File: src/rtl/bp_table_ctrl_pkg.sv
`default_nettype none
// ============================================================================
// Module   : bp_table_ctrl_pkg
// Brief    : Shared encodings for the branch pattern table controller:
//            2-bit saturating counter values and controller FSM states.
// Revision : 1.0 - initial release
// ============================================================================
package bp_table_ctrl_pkg;

    // 2-bit saturating counter encodings
    localparam logic [1:0] c_snt      = 2'b00;  // strongly not-taken
    localparam logic [1:0] c_wnt      = 2'b01;  // weakly not-taken
    localparam logic [1:0] c_wt       = 2'b10;  // weakly taken
    localparam logic [1:0] c_st       = 2'b11;  // strongly taken
    localparam logic [1:0] c_init_val = c_wnt;  // value written by the init sweep

    // Controller states, explicitly encoded
    typedef enum logic [2:0] {
        S_INIT      = 3'd0,
        S_IDLE      = 3'd1,
        S_PRED_WAIT = 3'd2,
        S_UPD_WAIT  = 3'd3,
        S_UPD_WR    = 3'd4
    } state_t;

endpackage
`default_nettype wire

File: src/rtl/bp_table_ctrl_if.sv
`default_nettype none
// ============================================================================
// Module   : bp_table_ctrl_if
// Brief    : Bundles the prediction, resolution, table and history signals of
//            the BPT controller. The controller takes the slave view; the
//            fetch/execute/table side takes the master view.
// Revision : 1.0 - initial release
// ============================================================================
interface bp_table_ctrl_if #(
    parameter int HIST_BITS = 4
);
    // fetch-side prediction handshake
    logic                 pred_req;
    logic                 pred_ready;
    logic                 pred_valid;
    logic                 pred_taken;
    logic [HIST_BITS-1:0] pred_index;
    // execute-side resolution handshake
    logic                 resolve_valid;
    logic                 resolve_ready;
    logic [HIST_BITS-1:0] resolve_index;
    logic                 resolve_taken;
    // single-port synchronous-read table
    logic [HIST_BITS-1:0] tbl_addr;
    logic                 tbl_we;
    logic [1:0]           tbl_wdata;
    logic [1:0]           tbl_rdata;
    // history observability
    logic [HIST_BITS-1:0] bhr;

    modport master (
        output pred_req, resolve_valid, resolve_index, resolve_taken, tbl_rdata,
        input  pred_ready, pred_valid, pred_taken, pred_index, resolve_ready,
               tbl_addr, tbl_we, tbl_wdata, bhr
    );

    modport slave (
        input  pred_req, resolve_valid, resolve_index, resolve_taken, tbl_rdata,
        output pred_ready, pred_valid, pred_taken, pred_index, resolve_ready,
               tbl_addr, tbl_we, tbl_wdata, bhr
    );
endinterface
`default_nettype wire

File: src/rtl/bp_update_fifo.sv
`default_nettype none
// ============================================================================
// Module   : bp_update_fifo
// Brief    : Small synchronous FIFO holding pending branch resolutions
//            ({index, taken}). Push while full and pop while empty are ignored.
// Revision : 1.0 - initial release
// ============================================================================
module bp_update_fifo #(
    parameter int DEPTH = 4,
    parameter int WIDTH = 5
) (
    input  wire logic             clock,
    input  wire logic             reset,
    input  wire logic             push,
    input  wire logic [WIDTH-1:0] push_data,
    input  wire logic             pop,
    output logic                  full,
    output logic                  empty,
    output logic [WIDTH-1:0]      head
);
    localparam int                c_ptr_w = $clog2(DEPTH);
    localparam logic [c_ptr_w:0]  c_full  = (c_ptr_w + 1)'(DEPTH);

    logic [WIDTH-1:0]   r_mem [DEPTH];
    logic [c_ptr_w-1:0] r_wr_ptr;
    logic [c_ptr_w-1:0] r_rd_ptr;
    logic [c_ptr_w:0]   r_count;
    logic               w_push;
    logic               w_pop;

    // full/empty come from the registered count only
    assign full   = (r_count == c_full);
    assign empty  = (r_count == '0);
    assign w_push = push && !full;
    assign w_pop  = pop && !empty;
    assign head   = r_mem[r_rd_ptr];

    // Storage array: written on accepted push, no reset needed
    always_ff @(posedge clock) begin
        if (w_push) begin
            r_mem[r_wr_ptr] <= push_data;
        end
    end

    // Pointer and occupancy tracking; simultaneous push/pop keeps count
    always_ff @(posedge clock) begin
        if (reset) begin
            r_wr_ptr <= '0;
            r_rd_ptr <= '0;
            r_count  <= '0;
        end else begin
            if (w_push) begin
                r_wr_ptr <= r_wr_ptr + 1'b1;
            end
            if (w_pop) begin
                r_rd_ptr <= r_rd_ptr + 1'b1;
            end
            case ({w_push, w_pop})
                2'b10:   r_count <= r_count + 1'b1;
                2'b01:   r_count <= r_count - 1'b1;
                default: r_count <= r_count;
            endcase
        end
    end

endmodule
`default_nettype wire

File: src/rtl/bp_table_ctrl.sv
`default_nettype none
// ============================================================================
// Module   : bp_table_ctrl
// Brief    : Branch pattern table controller. Initialises the table after
//            reset, serves prediction lookups, and retires buffered branch
//            resolutions as read-modify-write sequences while maintaining a
//            non-speculative global history register.
// Revision : 1.0 - initial release
// ============================================================================
module bp_table_ctrl
    import bp_table_ctrl_pkg::*;
#(
    parameter int HIST_BITS = 4,
    parameter int UPD_DEPTH = 4
) (
    input  wire logic      clock,
    input  wire logic      reset,
    bp_table_ctrl_if.slave bus
);
    localparam int                   c_fifo_w    = HIST_BITS + 1;
    localparam logic [HIST_BITS-1:0] c_init_last = '1;

    state_t               r_state;
    logic [HIST_BITS-1:0] r_bhr;
    logic [HIST_BITS-1:0] r_init_cnt;
    logic [HIST_BITS-1:0] r_idx_q;
    logic [1:0]           r_cnt_q;

    logic                 w_full;
    logic                 w_empty;
    logic [c_fifo_w-1:0]  w_head;
    logic [HIST_BITS-1:0] w_head_index;
    logic                 w_head_taken;
    logic                 w_push;
    logic                 w_pop;
    logic                 w_pred_ready;
    logic                 w_pred_acc;
    logic                 w_upd_read;
    logic [1:0]           w_cnt_next;

    assign w_head_index = w_head[HIST_BITS:1];
    assign w_head_taken = w_head[0];
    assign w_push       = bus.resolve_valid && bus.resolve_ready;
    assign w_pop        = (r_state == S_UPD_WR);

    bp_update_fifo #(
        .DEPTH (UPD_DEPTH),
        .WIDTH (c_fifo_w)
    ) u_fifo (
        .clock     (clock),
        .reset     (reset),
        .push      (w_push),
        .push_data ({bus.resolve_index, bus.resolve_taken}),
        .pop       (w_pop),
        .full      (w_full),
        .empty     (w_empty),
        .head      (w_head)
    );

    // IDLE arbitration: a full FIFO beats predictions, predictions beat a
    // partially filled FIFO so fetch is never starved by trickling updates
    assign w_pred_ready = !reset && (r_state == S_IDLE) && !w_full;
    assign w_pred_acc   = bus.pred_req && w_pred_ready;
    assign w_upd_read   = (r_state == S_IDLE) && (w_full || (!w_pred_acc && !w_empty));

    // Saturating counter step toward the resolved direction, no wrap
    always_comb begin
        w_cnt_next = r_cnt_q;
        if (w_head_taken && (r_cnt_q != c_st)) begin
            w_cnt_next = r_cnt_q + 2'b01;
        end else if (!w_head_taken && (r_cnt_q != c_snt)) begin
            w_cnt_next = r_cnt_q - 2'b01;
        end
    end

    // Output decode from state; reset forces every strobe low immediately
    always_comb begin
        bus.pred_ready    = w_pred_ready;
        bus.resolve_ready = !reset && !w_full;
        bus.pred_valid    = 1'b0;
        bus.pred_taken    = 1'b0;
        bus.pred_index    = r_idx_q;
        bus.tbl_addr      = r_bhr;
        bus.tbl_we        = 1'b0;
        bus.tbl_wdata     = c_init_val;
        bus.bhr           = reset ? '0 : r_bhr;
        case (r_state)
            S_INIT: begin
                bus.tbl_addr  = r_init_cnt;
                bus.tbl_we    = !reset;
                bus.tbl_wdata = c_init_val;
            end
            S_IDLE: begin
                bus.tbl_addr = w_upd_read ? w_head_index : r_bhr;
            end
            S_PRED_WAIT: begin
                bus.pred_valid = !reset;
                bus.pred_taken = !reset && bus.tbl_rdata[1];
            end
            S_UPD_WAIT: begin
                bus.tbl_addr = w_head_index;
            end
            S_UPD_WR: begin
                bus.tbl_addr  = w_head_index;
                bus.tbl_we    = !reset;
                bus.tbl_wdata = w_cnt_next;
            end
            default: begin
            end
        endcase
    end

    // Controller FSM with history, init counter and RMW capture registers
    always_ff @(posedge clock) begin
        if (reset) begin
            r_state    <= S_INIT;
            r_bhr      <= '0;
            r_init_cnt <= '0;
            r_idx_q    <= '0;
            r_cnt_q    <= c_snt;
        end else begin
            case (r_state)
                S_INIT: begin
                    r_init_cnt <= r_init_cnt + 1'b1;
                    if (r_init_cnt == c_init_last) begin
                        r_state <= S_IDLE;
                    end
                end
                S_IDLE: begin
                    if (w_upd_read) begin
                        r_state <= S_UPD_WAIT;
                    end else if (w_pred_acc) begin
                        r_idx_q <= r_bhr;
                        r_state <= S_PRED_WAIT;
                    end
                end
                S_PRED_WAIT: begin
                    r_state <= S_IDLE;
                end
                S_UPD_WAIT: begin
                    r_cnt_q <= bus.tbl_rdata;
                    r_state <= S_UPD_WR;
                end
                S_UPD_WR: begin
                    r_bhr   <= {r_bhr[HIST_BITS-2:0], w_head_taken};
                    r_state <= S_IDLE;
                end
                default: begin
                    r_state <= S_INIT;
                end
            endcase
        end
    end

endmodule
`default_nettype wire

File: src/flat_wrapper.sv
// flat-port wrapper written by rule: the top's interface ports become plain ports
module bp_table_ctrl_flat import bp_table_ctrl_pkg::*;
#(
    parameter int HIST_BITS = 4,
    parameter int UPD_DEPTH = 4
)
  (clock, reset, bus_pred_req, bus_resolve_valid, bus_resolve_index, bus_resolve_taken, bus_tbl_rdata, bus_pred_ready, bus_pred_valid, bus_pred_taken, bus_pred_index, bus_resolve_ready, bus_tbl_addr, bus_tbl_we, bus_tbl_wdata, bus_bhr);
  bp_table_ctrl_if #(.HIST_BITS(HIST_BITS)) bus_i ();
  input  wire logic clock;
  input  wire logic reset;
  input wire logic [$bits(bus_i.pred_req)-1:0] bus_pred_req;
  input wire logic [$bits(bus_i.resolve_valid)-1:0] bus_resolve_valid;
  input wire logic [$bits(bus_i.resolve_index)-1:0] bus_resolve_index;
  input wire logic [$bits(bus_i.resolve_taken)-1:0] bus_resolve_taken;
  input wire logic [$bits(bus_i.tbl_rdata)-1:0] bus_tbl_rdata;
  output wire logic [$bits(bus_i.pred_ready)-1:0] bus_pred_ready;
  output wire logic [$bits(bus_i.pred_valid)-1:0] bus_pred_valid;
  output wire logic [$bits(bus_i.pred_taken)-1:0] bus_pred_taken;
  output wire logic [$bits(bus_i.pred_index)-1:0] bus_pred_index;
  output wire logic [$bits(bus_i.resolve_ready)-1:0] bus_resolve_ready;
  output wire logic [$bits(bus_i.tbl_addr)-1:0] bus_tbl_addr;
  output wire logic [$bits(bus_i.tbl_we)-1:0] bus_tbl_we;
  output wire logic [$bits(bus_i.tbl_wdata)-1:0] bus_tbl_wdata;
  output wire logic [$bits(bus_i.bhr)-1:0] bus_bhr;
  assign bus_i.pred_req = bus_pred_req;
  assign bus_i.resolve_valid = bus_resolve_valid;
  assign bus_i.resolve_index = bus_resolve_index;
  assign bus_i.resolve_taken = bus_resolve_taken;
  assign bus_i.tbl_rdata = bus_tbl_rdata;
  assign bus_pred_ready = bus_i.pred_ready;
  assign bus_pred_valid = bus_i.pred_valid;
  assign bus_pred_taken = bus_i.pred_taken;
  assign bus_pred_index = bus_i.pred_index;
  assign bus_resolve_ready = bus_i.resolve_ready;
  assign bus_tbl_addr = bus_i.tbl_addr;
  assign bus_tbl_we = bus_i.tbl_we;
  assign bus_tbl_wdata = bus_i.tbl_wdata;
  assign bus_bhr = bus_i.bhr;
  bp_table_ctrl #(.HIST_BITS(HIST_BITS), .UPD_DEPTH(UPD_DEPTH)) u_core (.clock(clock), .reset(reset), .bus(bus_i));
endmodule
File: config.mk
export PLATFORM = sky130hd
export DESIGN_NAME = bp_table_ctrl_flat
export DESIGN_NICKNAME = d
export VERILOG_FILES = /design/src/rtl/bp_table_ctrl_pkg.sv /design/src/rtl/bp_table_ctrl_if.sv /design/src/rtl/bp_update_fifo.sv /design/src/rtl/bp_table_ctrl.sv /design/src/flat_wrapper.sv
export SDC_FILE = /design/constraint.sdc
export NUM_CORES = 1
export LEC_CHECK = 0
export ABC_AREA = 1
export CORE_AREA = 10 10 76 94
export CTS_BUF_LIST = sky130_fd_sc_hd__clkbuf_8
export DETAILED_ROUTE_END_ITERATION = 12
export DIE_AREA = 0 0 86 104
export PLACE_DENSITY = 0.72
export REMOVE_ABC_BUFFERS = 1
export SYNTH_ARGS = -nofsm -noshare
export SYNTH_HDL_FRONTEND = slang
export SYNTH_SLANG_ARGS = --single-unit
File: constraint.sdc
create_clock -name clock -period 2.1 [get_ports clock]
set_clock_uncertainty 0.1 [all_clocks]
set_input_delay 0.42 -clock clock [delete_from_list [all_inputs] [get_ports clock]]
set_output_delay 0.42 -clock clock [all_outputs]
set_load 0.03 [all_outputs]
Word level (Yosys, flattened, before mapping)
Memory sizes are Yosys's and may differ from the RTL's. A register that Yosys moved wholly into a read port is not among the register bits.
Cells that the tools add are included.
- register bits after elaboration: 24
- latch bits: 0
- bits in writable memories: 20
- memory bits (read-only): 0
- bits of input ports: 11
- output and inout port bits: 19
- memories: 1
- memory list (name ; depth ; bits a word ; rd ports ; clocked after Yosys merged registers in ; write ports ; RTL line ; source):
    u_core.u_fifo.r_mem ; 4 ; 5 ; 1 ; 1 ; 1 ; bp_update_fifo.sv:24 ; logic [WIDTH-1:0] r_mem [DEPTH];
- add/subtract/negate cells: 7
- multiply operators: 0
- divide/modulo/power cells: 0
- magnitude comparators: 0
- equality and inequality tests: 11
- shift-type cells: 0
- mux-type cells: 18
- bitwise operators: 1
- reductions and logical operators: 27
- operators by type and width (kind ; number):
    logical AND 1 bit ; 12
    case mux 3 bit (4 select lines) ; 1
    case mux 4 bit (3 select lines) ; 1
    2-to-1 mux 2 bit ; 5
    2-to-1 mux 3 bit ; 3
    2-to-1 mux 4 bit ; 2
    adder 2 x 1 -> 2 bit (second input constant) ; 3
    == test 3 x 2 -> 1 bit (second input constant) ; 2
    == test 3 bit (second input constant) ; 2
    logical NOT 3 bit ; 2
    case mux 3 bit (2 select lines) ; 1
    OR reduction 2 bit ; 3
    logical NOT 1 bit ; 5
    2-to-1 mux 1 bit ; 5
    adder 4 x 1 -> 4 bit (second input constant) ; 1
    == test 4 bit (second input constant) ; 1
    nonzero test 2 bit ; 2
    adder 3 x 1 -> 3 bit (second input constant) ; 1
    == test 3 x 1 -> 1 bit (second input constant) ; 1
    != test 3 x 1 -> 1 bit (second input constant) ; 1
    AND reduction 3 bit ; 1
    subtractor 3 x 1 -> 3 bit (second input constant) ; 1
    == test 2 x 1 -> 1 bit (second input constant) ; 1
    == test 2 bit (second input constant) ; 1
    other kinds (6) ; 6

Logic depth before layout (Yosys ltp)
- word-level depth: 10
- depth in mapped cells: 12

Cells and area by module
Synthesis repeated with hierarchy kept, for this count alone.
- cells, all modules: 255
- area, all modules: 2264.7 um^2
- by module, submodules not included (module ; times used ; cells each ; area each (um^2) ; sequential area each (um^2)):
    bp_update_fifo ; 1 ; 118 ; 1236.2 ; 780.7
    bp_table_ctrl ; 1 ; 137 ; 1028.5 ; 340.3

Least setup slack after synthesis
No wires, ideal clock.
- kind: flip-flop to flip-flop
- start point: register u_core.u_fifo.r_count[0]
- end point: register u_core.u_fifo.r_count[2]
- setup time: 122 ps
- arrival time: 1979 ps
- data required time: 1878 ps
- path slack: -102 ps
- stages on the path, launching flop included: 13
- path buffers: 0
- cell sequence: dfxtp_1 nor2_2 nand2_2 nand2_2 inv_2 nand2_2 ha_1 inv_1 fa_1 a21oi_1 o21ai_0 o21ai_0 a21oi_1
- cells in the longest elaborated chain, start to end: 7
- elaborated cells on any way between the ends: 14
- RTL lines (element ; RTL line ; source):
    start, declared ; bp_update_fifo.sv:27 ; logic [c_ptr_w:0] r_count;
    start signal, assigned ; bp_update_fifo.sv:59 ; 2'b10: r_count <= r_count + 1'b1;
    start signal, assigned ; bp_update_fifo.sv:60 ; 2'b01: r_count <= r_count - 1'b1;
    start signal, assigned ; bp_update_fifo.sv:61 ; default: r_count <= r_count;
    == test 3 bit (*) ; bp_update_fifo.sv:32 ; assign full = (r_count == c_full);
    logical NOT 1 bit (*) ; bp_table_ctrl.sv:79 ; bus.resolve_ready = !reset && !w_full;
    logical AND 1 bit (*) ; bp_table_ctrl.sv:79 ;
    net bus_resolve_ready ; flat_wrapper.sv:20 ; output wire logic [$bits(bus_i.resolve_ready)-1:0] bus_resolve_ready;
    logical AND 1 bit (*) ; bp_table_ctrl.sv:43 ; assign w_push = bus.resolve_valid && bus.resolve_ready;
    logical AND 1 bit (*) ; bp_update_fifo.sv:34 ; assign w_push = push && !full;
    == test 2 x 1 -> 1 bit or == test 2 bit (tied branches) ; bp_update_fifo.sv:58 ; case ({w_push, w_pop})
    case mux 3 bit (2 select lines) or nonzero test 2 bit (tied branches) ; -- ;
Mark *: on every way through the listed nets, which the timed path passes. The rest lies on a longest branch.
A chain may end at the register's enable or synchronous reset.

Final worst setup path
- start point: register u_core.r_state[1]
- end point: output port bus_tbl_addr[2]
- cells in the longest elaborated chain, start to end: 10
- elaborated cells on any way between the ends: 14
- RTL lines (element ; RTL line ; source):
    start, declared ; bp_table_ctrl.sv:23 ; state_t r_state;
    start signal, assigned ; bp_table_ctrl.sv:116 ; r_state <= S_INIT;
    start signal, assigned ; bp_table_ctrl.sv:126 ; r_state <= S_IDLE;
    start signal, assigned ; bp_table_ctrl.sv:131 ; r_state <= S_UPD_WAIT;
    == test 3 x 1 -> 1 bit ; bp_table_ctrl.sv:62, bp_table_ctrl.sv:64, bp_table_ctrl.sv:87 ;
    logical AND 1 bit (2 in series) ; bp_table_ctrl.sv:62 ; assign w_pred_ready = !reset && (r_state == S_IDLE) && !w_full;
    logical AND 1 bit ; bp_table_ctrl.sv:63 ; assign w_pred_acc = bus.pred_req && w_pred_ready;
    logical NOT 1 bit ; bp_table_ctrl.sv:64 ; assign w_upd_read = (r_state == S_IDLE) && (w_full || (!w_pred_acc && !w_empty));
    logical AND 1 bit ; bp_table_ctrl.sv:64 ;
    logical OR 1 bit ; bp_table_ctrl.sv:64 ;
    logical AND 1 bit ; bp_table_ctrl.sv:64 ;
    2-to-1 mux 4 bit ; bp_table_ctrl.sv:94 ; bus.tbl_addr = w_upd_read ? w_head_index : r_bhr;
    case mux 4 bit (3 select lines) (*) ; bp_table_ctrl.sv:87 ; case (r_state)
    end, declared ; flat_wrapper.sv:21 ; output wire logic [$bits(bus_i.tbl_addr)-1:0] bus_tbl_addr;
Mark *: on every way between the ends. The rest lies on a longest branch, timed or not.

==> results by group <==
Outcome
  • Status: finished with violations
  • Violated checks: setup timing

Logic synthesis
  • Yosys warning count: 0
  • Syn_area_per_cell: 8.64 um2
  • Post-synth EDFFs: 20
  • Distinct cells, synth: 31
  • Leading register cell type out of synthesis: dfxtp_1
  • Asr flop ratio synth: 0%
  • Synthesized cell area: 2250 um2
  • Cells after synthesis: roughly 260
  • Seq/Total Area, Yosys: around half
  • FF+latch count, synth: 46

Drt
  • Metal2 WL: 2930 um
  • Via count: 2048
  • Iter 0 DRT Violations: 134
  • Post-route ant nets: 0
  • DR WL met3: around 230 um
  • Final WL: 5530 um
  • M1 WL: ~2300 um
  • DR pass1 iterations: 4
  • Post-DR wirelength/cell: 13.6 um
  • DRC viols: 0
  • Max layer used: met4
  • Vias per cell: roughly 5.0

Pwr
  • Total Power: approximately 1.7 mW
  • Peak VDD IR: about 0.52 mV
  • P per Cell Area: between 500 and 600 nW/um2
  • Leak: roughly 1.3 nW

Placement
  • Dpl cell area: between 2000 and 3000 um2
  • Pre-CTS WS: -391 ps
  • Buffers on Ports: 29
  • HPWL Detailed: approximately 4000 um
  • Final RePlAce weighted congestion: between 0.8 and 0.9

Floorplanning
  • Die height: between 100 and 150 um
  • Ports: 30
  • DIE AREA: around 9000 um2
  • # rows: 30
  • Starting Density: between 40% and 50%
  • Die Wd: around 86 um
  • Core area: 5370 um2

Cells and area
  • Util after Layout: 59.9%
  • N_diodes: 0
  • Layout cell share with drive strength beyond 1: between 30% and 40%
  • Post-route cell area: about 3200 um2
  • Fillers: about 440
  • Nets@finish: about 360
  • Layout area overhead: 42.6%

Clock network
  • Total clock sinks: 46
  • Clk slew on worst S/H paths: roughly 90 ps
  • Htree depth: 2
  • Longest Clk Path Bufs: 2
  • Worst-skew pair later-pin latency: ~300 ps
  • Root buf cell: clkbuf_8
  • TritonCTS clock tree: built
  • Total CTS buffers: 5
  • Cts hold-fix bufs: 0

STA
  • Final setup vio count: 4
  • RSZ-0062 raised after global routing: yes
  • Final Hold Fails: 0
  • Final Worst Setup Slack: -137 ps
  • Max-slew headroom: between 70% and 80%
  • Final Cycle Share: 107%
  • Slew @ Worst Pin: between 400 and 500 ps
  • Fmax: 447 MHz
  • Minimum hold slack: roughly 370 ps
  • Post-layout minimum cycle time: 2240 ps
  • Slew Limit Fails: 0

Global route
  • First-pass GRT wire length: roughly 9000 um
  • Largest net degree at the start of global routing: 18
  • Initial antenna violation count: 0
  • Number of global-route vias before repair: approximately 2000
  • Grt total ovfl: 0
  • GRT Util Overall: about an eighth

Setup path
  • Crit end category: output pin
  • Critical-path maximum fanout: 3
  • Worst Path Required: 1580 ps
  • Arr. time, crit path: around 1700 ps
  • Startpoint types: register
  • Setup CP Type: register to output pin

Run
  • Max-capacitance violation count: 0

Hold path
  • Hold Path Class: register to register
-- what timing repair did --
| action | in CTS | in global routing |
|---|---|---|
| pin swaps | 13 | 25 |
| setup endpoints to repair | 8 | 7 |
| gates cloned | 0 | 0 |
| setup buffers | 16 | 5 |
| resized for setup | 43 | 26 |
-- worst max-delay path: stages (launching register included) --
cell     delay (ps)
dfxtp_2         340
buf_6           130
inv_4            50
nand3_4          70
nor2_4          110
nand4_1         190
nand3_2         130
nand2_2          60
nand2_1          60
nand4_1         120
buf_6           170
-- where the power goes --
group	internal [mW]	leakage [nW]	switching, mW
clock	0.240	0.0447	0.322
combinational	0.0888	0.869	0.107
sequential	0.950	0.397	0.0117
total	1.28	1.31	0.440
-- cell usage in the layout (no fill, tap or decap), types with 12 or more instances in the layout --
cell type,count
a21oi_1,21
buf_4,53
clkdlybuf4s50_1,12
dfxtp_1,18
edfxtp_1,20
inv_1,31
nand2_1,23
nand2_2,12
nor2_1,26
o21ai_1,12
-- kinds of logic after synthesis --
group	count (synthesis)	share of synthesized area, %
flops	46	49.7
compound gates	58	13.7
simple gates	101	23.1
buf+inv	47	8.16
fa+ha+maj	9	5.33
-- worst paths after layout --
kind / startpoint / endpoint / slack (ps) / cells after the start
max reg2reg: u_core.u_fifo.r_count[0]$_SDFFE_PP0P_ / u_core.u_fifo.r_count[2]$_SDFFE_PP0P_ / 150 / 13
min: u_core.bus.pred_index[0]$_SDFFE_PP0P_ / u_core.bus.pred_index[0]$_SDFFE_PP0P_ / 370 / 2
min reg2reg: u_core.bus.pred_index[0]$_SDFFE_PP0P_ / u_core.bus.pred_index[0]$_SDFFE_PP0P_ / 370 / 2
max: u_core.r_state[1]$_SDFFE_PP0P_ / bus_tbl_addr[2] / -140 / 10
-- cell usage after synthesis, types with 2 or more instances --
cell type	instances	area share (%)
inv_2	8	1.3
nor2_2	4	1.1
nand2_4	2	1.0
dfxtp_1	26	23
nand2_2	4	1.1
o21ai_0	15	3.3
ha_1	8	4.4
nor2_4	3	1.5
clkbuf_1	2	0.33
nor2_1	30	5.0
o21ai_1	11	2.4
edfxtp_1	20	27
nand3_1	8	1.8
inv_1	35	5.8
nand4_1	11	3.1
nand2_1	32	5.3
buf_4	2	0.67
nor3_1	2	0.44
o22ai_1	3	0.83
a21oi_1	24	5.3
-- metal layers --
metal  track usage [%]  vias up
met5                 0        -
met4              4.36        0
met3              2.90       12
met2              21.5       41
met1              12.6      963
li1                  -     1032
-- state kept, by name, summed over array words and instances (netlist names), named ones only --
name,flops
u_core.bus.pred_index,4
u_core.u_fifo.r_wr_ptr,2
u_core.r_state,3
u_core.u_fifo.r_rd_ptr,2
u_core.r_cnt_q,2
u_core.r_init_cnt,4
u_core.r_bhr,4
u_core.u_fifo.r_count,3
u_core.u_fifo.r_mem,20
-- stage by stage --
stage | setup TNS (ps) | std cells
after floorplan | -103 | 257
after global placement | -1230 | 377
after detailed placement | -1390 | 377
after CTS | -473 | 401
after global routing | -935 | 406
final | -403 | 406
-- area by class of cell --
cell class | count | area [um2] | share of cell area [%]
flip-flops and latches | 46 | 1140 | 35.3
multi-input cells | 168 | 1070 | 33.4
repair buffers | 77 | 657 | 20.4
inverters | 43 | 174 | 5.41
well taps | 64 | 80.1 | 2.49
clock buffers | 5 | 68.8 | 2.14
clock inverters | 3 | 25.0 | 0.778
Power figures use the tool's default switching activity.
==> patch 1, RTL diff (same settings) <==
Encoding of `state_t`: now one-hot (5 bits for 5 states).
--- a/src/rtl/bp_table_ctrl_pkg.sv
+++ b/src/rtl/bp_table_ctrl_pkg.sv
@@ -15,12 +15,12 @@
     localparam logic [1:0] c_init_val = c_wnt;  // value written by the init sweep
 
     // Controller states, explicitly encoded
-    typedef enum logic [2:0] {
-        S_INIT      = 3'd0,
-        S_IDLE      = 3'd1,
-        S_PRED_WAIT = 3'd2,
-        S_UPD_WAIT  = 3'd3,
-        S_UPD_WR    = 3'd4
+    typedef enum logic [4:0] {
+        S_INIT      = 5'b00001,
+        S_IDLE      = 5'b00010,
+        S_PRED_WAIT = 5'b00100,
+        S_UPD_WAIT  = 5'b01000,
+        S_UPD_WR    = 5'b10000
     } state_t;
 
 endpackage
Formal check against the unedited RTL: same outputs for any inputs over 10 cycles, from zero or initial values and one cycle with reset high; not proved beyond that.
==> patch 1 against the unedited design <==
  * The flow still finishes with violations (negative setup slack)
  * Sequential power up 7%
  * Synthesized area up 0.33%
  * Maximum frequency down 0.65%
  * Routed wire length down 4.5%
  * Sequential cell count up 2
  * Critical path depth up 1
  * Worst setup slack worse by 15 ps
  * Combinational power up 77%
  * Design area down 2.6%
  * Power up 20%
==> patch 1: results (changes against the unedited design) <==
Placement
  • Placed Instances: 363 (-3.7%)
  • DPL Wire Length: 3.775 mm (-4.5%)
  • Placer congestion estimate: 0.8013 (-2.5%)

Finish
  • Fraction of area in multi-input gates: 34.44% (+1.0 points)
  • Repair and plain buffers: 60 (-22%)
  • Diode count: 0 (unchanged)
  • Multi-Input Combinational: 162 (-3.6%)
  • Finished Layout Cells: 381 (-6.2%)
  • Logic inverters: 39 (-9.3%)
  • Non-clock buffers, area share: 16.78% (-3.6 points)
  • Share of cells above drive strength 1: 36.91% (-2.6 points)
  • Fill cells: 456 (+2.9%)
  • # clk buffers: 5 (unchanged)
  • Seq cells: 48 (+4.3%)
  • Clock-cell share: 3.676% (+0.76 points)
  • Final net count: 336 (-6.9%)
  • Register Area: 0.001179 mm² (+3.7%)

Pwr
  • Net Switching: 0.5574 mW (+27%)
  • Leak: 1.263 nW (-3.6%)
  • Pwr Density: 658.7 mW/mm² (+23%)
  • Worst ir drop on vdd: 0.3563 mV (-32%)

Critical path
  • Arrival @ worst endpoint: 1730 ps
  • Crit path launch: u_core.r_state[2]$_SDFFE_PP0P_
  • Worst R2R Path Depth: 10 (-3)
  • R2R setup slack: 120 ps (-30 ps)
  • Crit path max fanout: 4 (+1)

Yosys
  • Post-synthesis cell count: 254 (-2.7%)
  • Yosys cell types: 33 (+6.5%)
  • Sequential area share after synthesis: 51.33% (+1.6 points)
  • Synth cell count leaders: inv_1, nand2_1, dfxtp_1
  • Synth top area cells: edfxtp_1, dfxtp_1, o21ai_0, inv_1, nand2_1

Detailed routing
  • WL met3: 239 µm (+2.6%)
  • Vias per cell: 5.039 (about the same)
  • M1 wire length: 2.108 mm (-6.4%)
  • Iteration-0 DRC Markers: 86 (-36%)
  • Drt wl/cell: 13.86 µm (+1.7%)
  • WL met2: 2.827 mm (-3.5%)

Global routing
  • Vias in the first global route: 1873 (-5.4%)
  • First-pass GRT wire length: 8.466 mm (-4.1%)
  • Pin count of the biggest net entering global routing: 23 (+5)
  • M1 GR Usage: 11.63% (-1.0 points)
  • M2 GR Usage: 20.47% (-1.0 points)
  • Met3 Use GR: 3.683% (+0.78 points)

Worst hold path
  • Cells on Worst Hold Path: 2 (unchanged)

Timing
  • Worst Max-Slew Pin Slew: 319.1 ps (-85.39 ps)
  • Setup ws final: -151.9 ps (-14.63 ps)
  • WHS: 363.4 ps (-1.839 ps)
  • Final setup vio count: 4 (unchanged)

Run status
  • Failing checks: negative setup slack
  • Status: complete, but fails checks
==> patch 1: repair_timing <==
item,CTS,global route
setup buffers,9,3
resized for setup,37,29
pin swaps,9,9
endpoints found under the setup margin,7,11
==> patch 1: power by group through the flow <==
stage	combinational [mW]	sequential (mW)	clock [mW]
after floorplan	0.180	1.04	0
after global placement	0.287	1.05	0
after detailed placement	0.294	1.05	0
after CTS	0.328	1.03	0.700
after global routing	0.382	1.03	0.741
final	0.346	1.03	0.690
==> patch 1: through the flow <==
step | setup slack, ps | power [mW] | setup TNS (ps)
global placement | -321.3 | 1.333 | -1270
floorplan | -75.98 | 1.224 | -155.6
global route | -233.2 | 2.154 | -1021
detailed placement | -366.6 | 1.341 | -1383
finish | -151.9 | 2.063 | -557.7
CTS | -119.1 | 2.055 | -520.3
==> patch 1: kinds of logic after synthesis <==
group,after synthesis,share of synthesized area [%]
AO/OA/AOI/OAI,61,14.38
adder cells (fa/ha/maj),9,5.310
buffers and inverters,44,8.131
AND/OR/NAND/NOR,92,20.85
flip-flops,48,51.33
==> patch 2, RTL diff (same settings) <==
Made on the original files. `HIST_BITS` is set to 4 in 3 places; all go to 3.
--- a/src/rtl/bp_table_ctrl_if.sv
+++ b/src/rtl/bp_table_ctrl_if.sv
@@ -7,7 +7,7 @@
 // Revision : 1.0 - initial release
 // ============================================================================
 interface bp_table_ctrl_if #(
-    parameter int HIST_BITS = 4
+    parameter int HIST_BITS = 3
 );
     // fetch-side prediction handshake
     logic                 pred_req;
--- a/src/rtl/bp_table_ctrl.sv
+++ b/src/rtl/bp_table_ctrl.sv
@@ -10,7 +10,7 @@
 module bp_table_ctrl
     import bp_table_ctrl_pkg::*;
 #(
-    parameter int HIST_BITS = 4,
+    parameter int HIST_BITS = 3,
     parameter int UPD_DEPTH = 4
 ) (
     input  wire logic      clock,
--- a/src/flat_wrapper.sv
+++ b/src/flat_wrapper.sv
@@ -1,7 +1,7 @@
 // flat-port wrapper written by rule: the top's interface ports become plain ports
 module bp_table_ctrl_flat import bp_table_ctrl_pkg::*;
 #(
-    parameter int HIST_BITS = 4,
+    parameter int HIST_BITS = 3,
     parameter int UPD_DEPTH = 4
 )
   (clock, reset, bus_pred_req, bus_resolve_valid, bus_resolve_index, bus_resolve_taken, bus_tbl_rdata, bus_pred_ready, bus_pred_valid, bus_pred_taken, bus_pred_index, bus_resolve_ready, bus_tbl_addr, bus_tbl_we, bus_tbl_wdata, bus_bhr);
Ports: changed (resized bus_bhr, bus_pred_index, bus_resolve_index and bus_tbl_addr); port bits go from 30 to 26. The function was not compared with the original's and may differ.
==> patch 2 against the unedited design <==
  * The run still ends with negative setup slack left
  * Routed wire length shrank 17%
  * Synthesized area decreased by 16%
  * Design area shrank 16%
  * Worst setup slack gained 130 ps
  * Sequential cell count shrank 7
  * Count of clock-buffer cells in the layout up 1
  * Final cell count decreased by 14%
  * Power decreased by 4.7%
  * Largest cell class unchanged
==> patch 2: results (changes against the unedited design) <==
Clock tree
  • Clock transition at the registers of the reported paths: 70 ps (-20 ps)
  • TritonCTS Buffers: 5 (unchanged)
  • Skew-Pair Late Insertion Delay: 290 ps
  • Clock Path Buffers: 2 (unchanged)
  • Number of H-tree levels: 2 (unchanged)
  • Clk root buf: clkbuf_8

Timing
  • Setup ws final: -8.324 ps (+129.0 ps)
  • Post-route setup TNS: -8.324 ps (+394.6 ps)
  • Final setup vio count: 1 (-3)
  • WHS: 361.4 ps (-3.847 ps)
  • Hold Vio Cnt, Final: 0 (unchanged)
  • Worst Max-Slew Pin Slew: 370.8 ps (-33.76 ps)

Run status
  • Failing checks: negative setup slack
  • Status: complete, but fails checks

Detailed routing
  • Iteration-0 DRC Markers: 159 (+19%)
  • Via Count: 1704 (-17%)
  • Drt pass-1 iters: 5 (+1)
  • Drt wl/cell: 13.09 µm (-3.9%)
  • Vias per cell: 4.855 (-3.8%)

Critical path
  • Worst R2R Path Depth: 15 (+2)
  • Delay-heaviest family, CP: buffers and inverters
  • Crit path max fanout: 4 (+1)
  • Largest stage delay, worst path: 350 ps
  • Slowest CP cell: dfxtp_2
  • Critical path type: flip-flop to flip-flop
  • R2R setup slack: -8 ps (-160 ps)
  • Crit path launch: u_core.r_state[0]$_SDFFE_PP0P_
  • Reg2reg end: u_core.r_state[0]$_SDFFE_PP0P_

Yosys
  • EDFF count, synth: 16 (-20%)
  • Asr flop ratio synth: 0% (unchanged)
  • Synth cell count leaders: inv_1, nand2_1, nor2_1
  • Yosys cell types: 28 (-9.7%)
  • YS warnings: 0 (unchanged)
  • Sequential area share after synthesis: 49.67% (-0.053 points)
  • Primary FF master, synth: dfxtp_1
  • Syn Area/Cell: 8.457 µm² (-2.1%)
  • Synth top area cells: edfxtp_1, dfxtp_1, o21ai_0, inv_1, ha_1

Finish
  • Final net count: 306 (-15%)
  • Top reg by flops: u_core.u_fifo.r_mem
  • Diode count: 0 (unchanged)
  • Share of cells above drive strength 1: 35.89% (-3.6 points)
  • Max reg flops: 16 (-20%)

Global routing
  • Vias in the first global route: 1584 (-20%)
  • GRT Util Overall: 10.25% (-1.6 points)
  • Initial antenna violation count: 0 (unchanged)
  • Pin count of the biggest net entering global routing: 22 (+4)
  • First-pass GRT wire length: 7.541 mm (-15%)

Worst hold path
  • Hold Startpoint: u_core.u_fifo.r_rd_ptr[1]$_SDFFE_PP0P_
  • Worst Hold Class: flip-flop to flip-flop
  • Cells on Worst Hold Path: 2 (unchanged)

Placement
  • Port Buffers: 25 (-14%)
  • Setup WS pre-CTS: -435.7 ps (-44.30 ps)
  • DP Area: 0.002300 mm² (-17%)
  • Placer congestion estimate: 0.8436 (+2.7%)
  • Placed Instances: 326 (-14%)
  • DPL Wire Length: 3.253 mm (-18%)

Pwr
  • Leak: 1.141 nW (-13%)
  • Worst ir drop on vdd: 0.2784 mV (-47%)
patch 2: changes by cell type in the layout (fill, tap and decap cells not counted), moves of 4 or more:
cell,delta
inv_1,-5
nand4_1,-8
o21ai_1,-4
edfxtp_1,-4
o21ai_2,-4
buf_4,-13
nand3_1,-4
nand3_2,+4
o21ai_0,+11
patch 2: cell type report:
cell class,instances,area (µm²)
Fill cell,492,2680
Timing Repair Buffer,59,501.7
Tap cell,64,80.08
Sequential cell,39,954.7
Clock buffer,6,82.58
Multi-Input combinational cell,143,880.8
Clock inverter,2,35.03
Inverter,38,152.6
patch 2: where the power goes:
| part | internal (mW) | total, mW | switching (mW) |
|---|---|---|---|
| logic | 0.0788 | 0.179 | 0.100 |
| clock network | 0.384 | 0.643 | 0.259 |
| registers | 0.805 | 0.817 | 0.0119 |
patch 2: repair_timing:
action                     CTS  global route
buffers inserted            13             5
hold buffers                 0             0
pin swaps                   10            10
resized for setup           32            20
setup endpoints to repair    6             7
hold endpoints to repair     0             0
patch 2: metal layers:
metal | global-route usage [%] | wire length [µm] | vias up
met5 | 0 | 0 | -
met4 | 4.363 | 69 | 0
li1 | - | - | 864
met2 | 16.28 | 2287 | 45
met1 | 12.15 | 1890 | 789
met3 | 3.370 | 347 | 6
patch 2: cells by family (layout without fill, tap and decap cells):
family                   count (synthesis)  in the layout  share of synthesized area [%]
buffers and inverters                   42            105                          8.718
flip-flops                              39             39                          49.67
adder cells (fa/ha/maj)                 10             10                          7.001
AND/OR/NAND/NOR                         79             79                          19.82
AO/OA/AOI/OAI                           54             54                          14.80
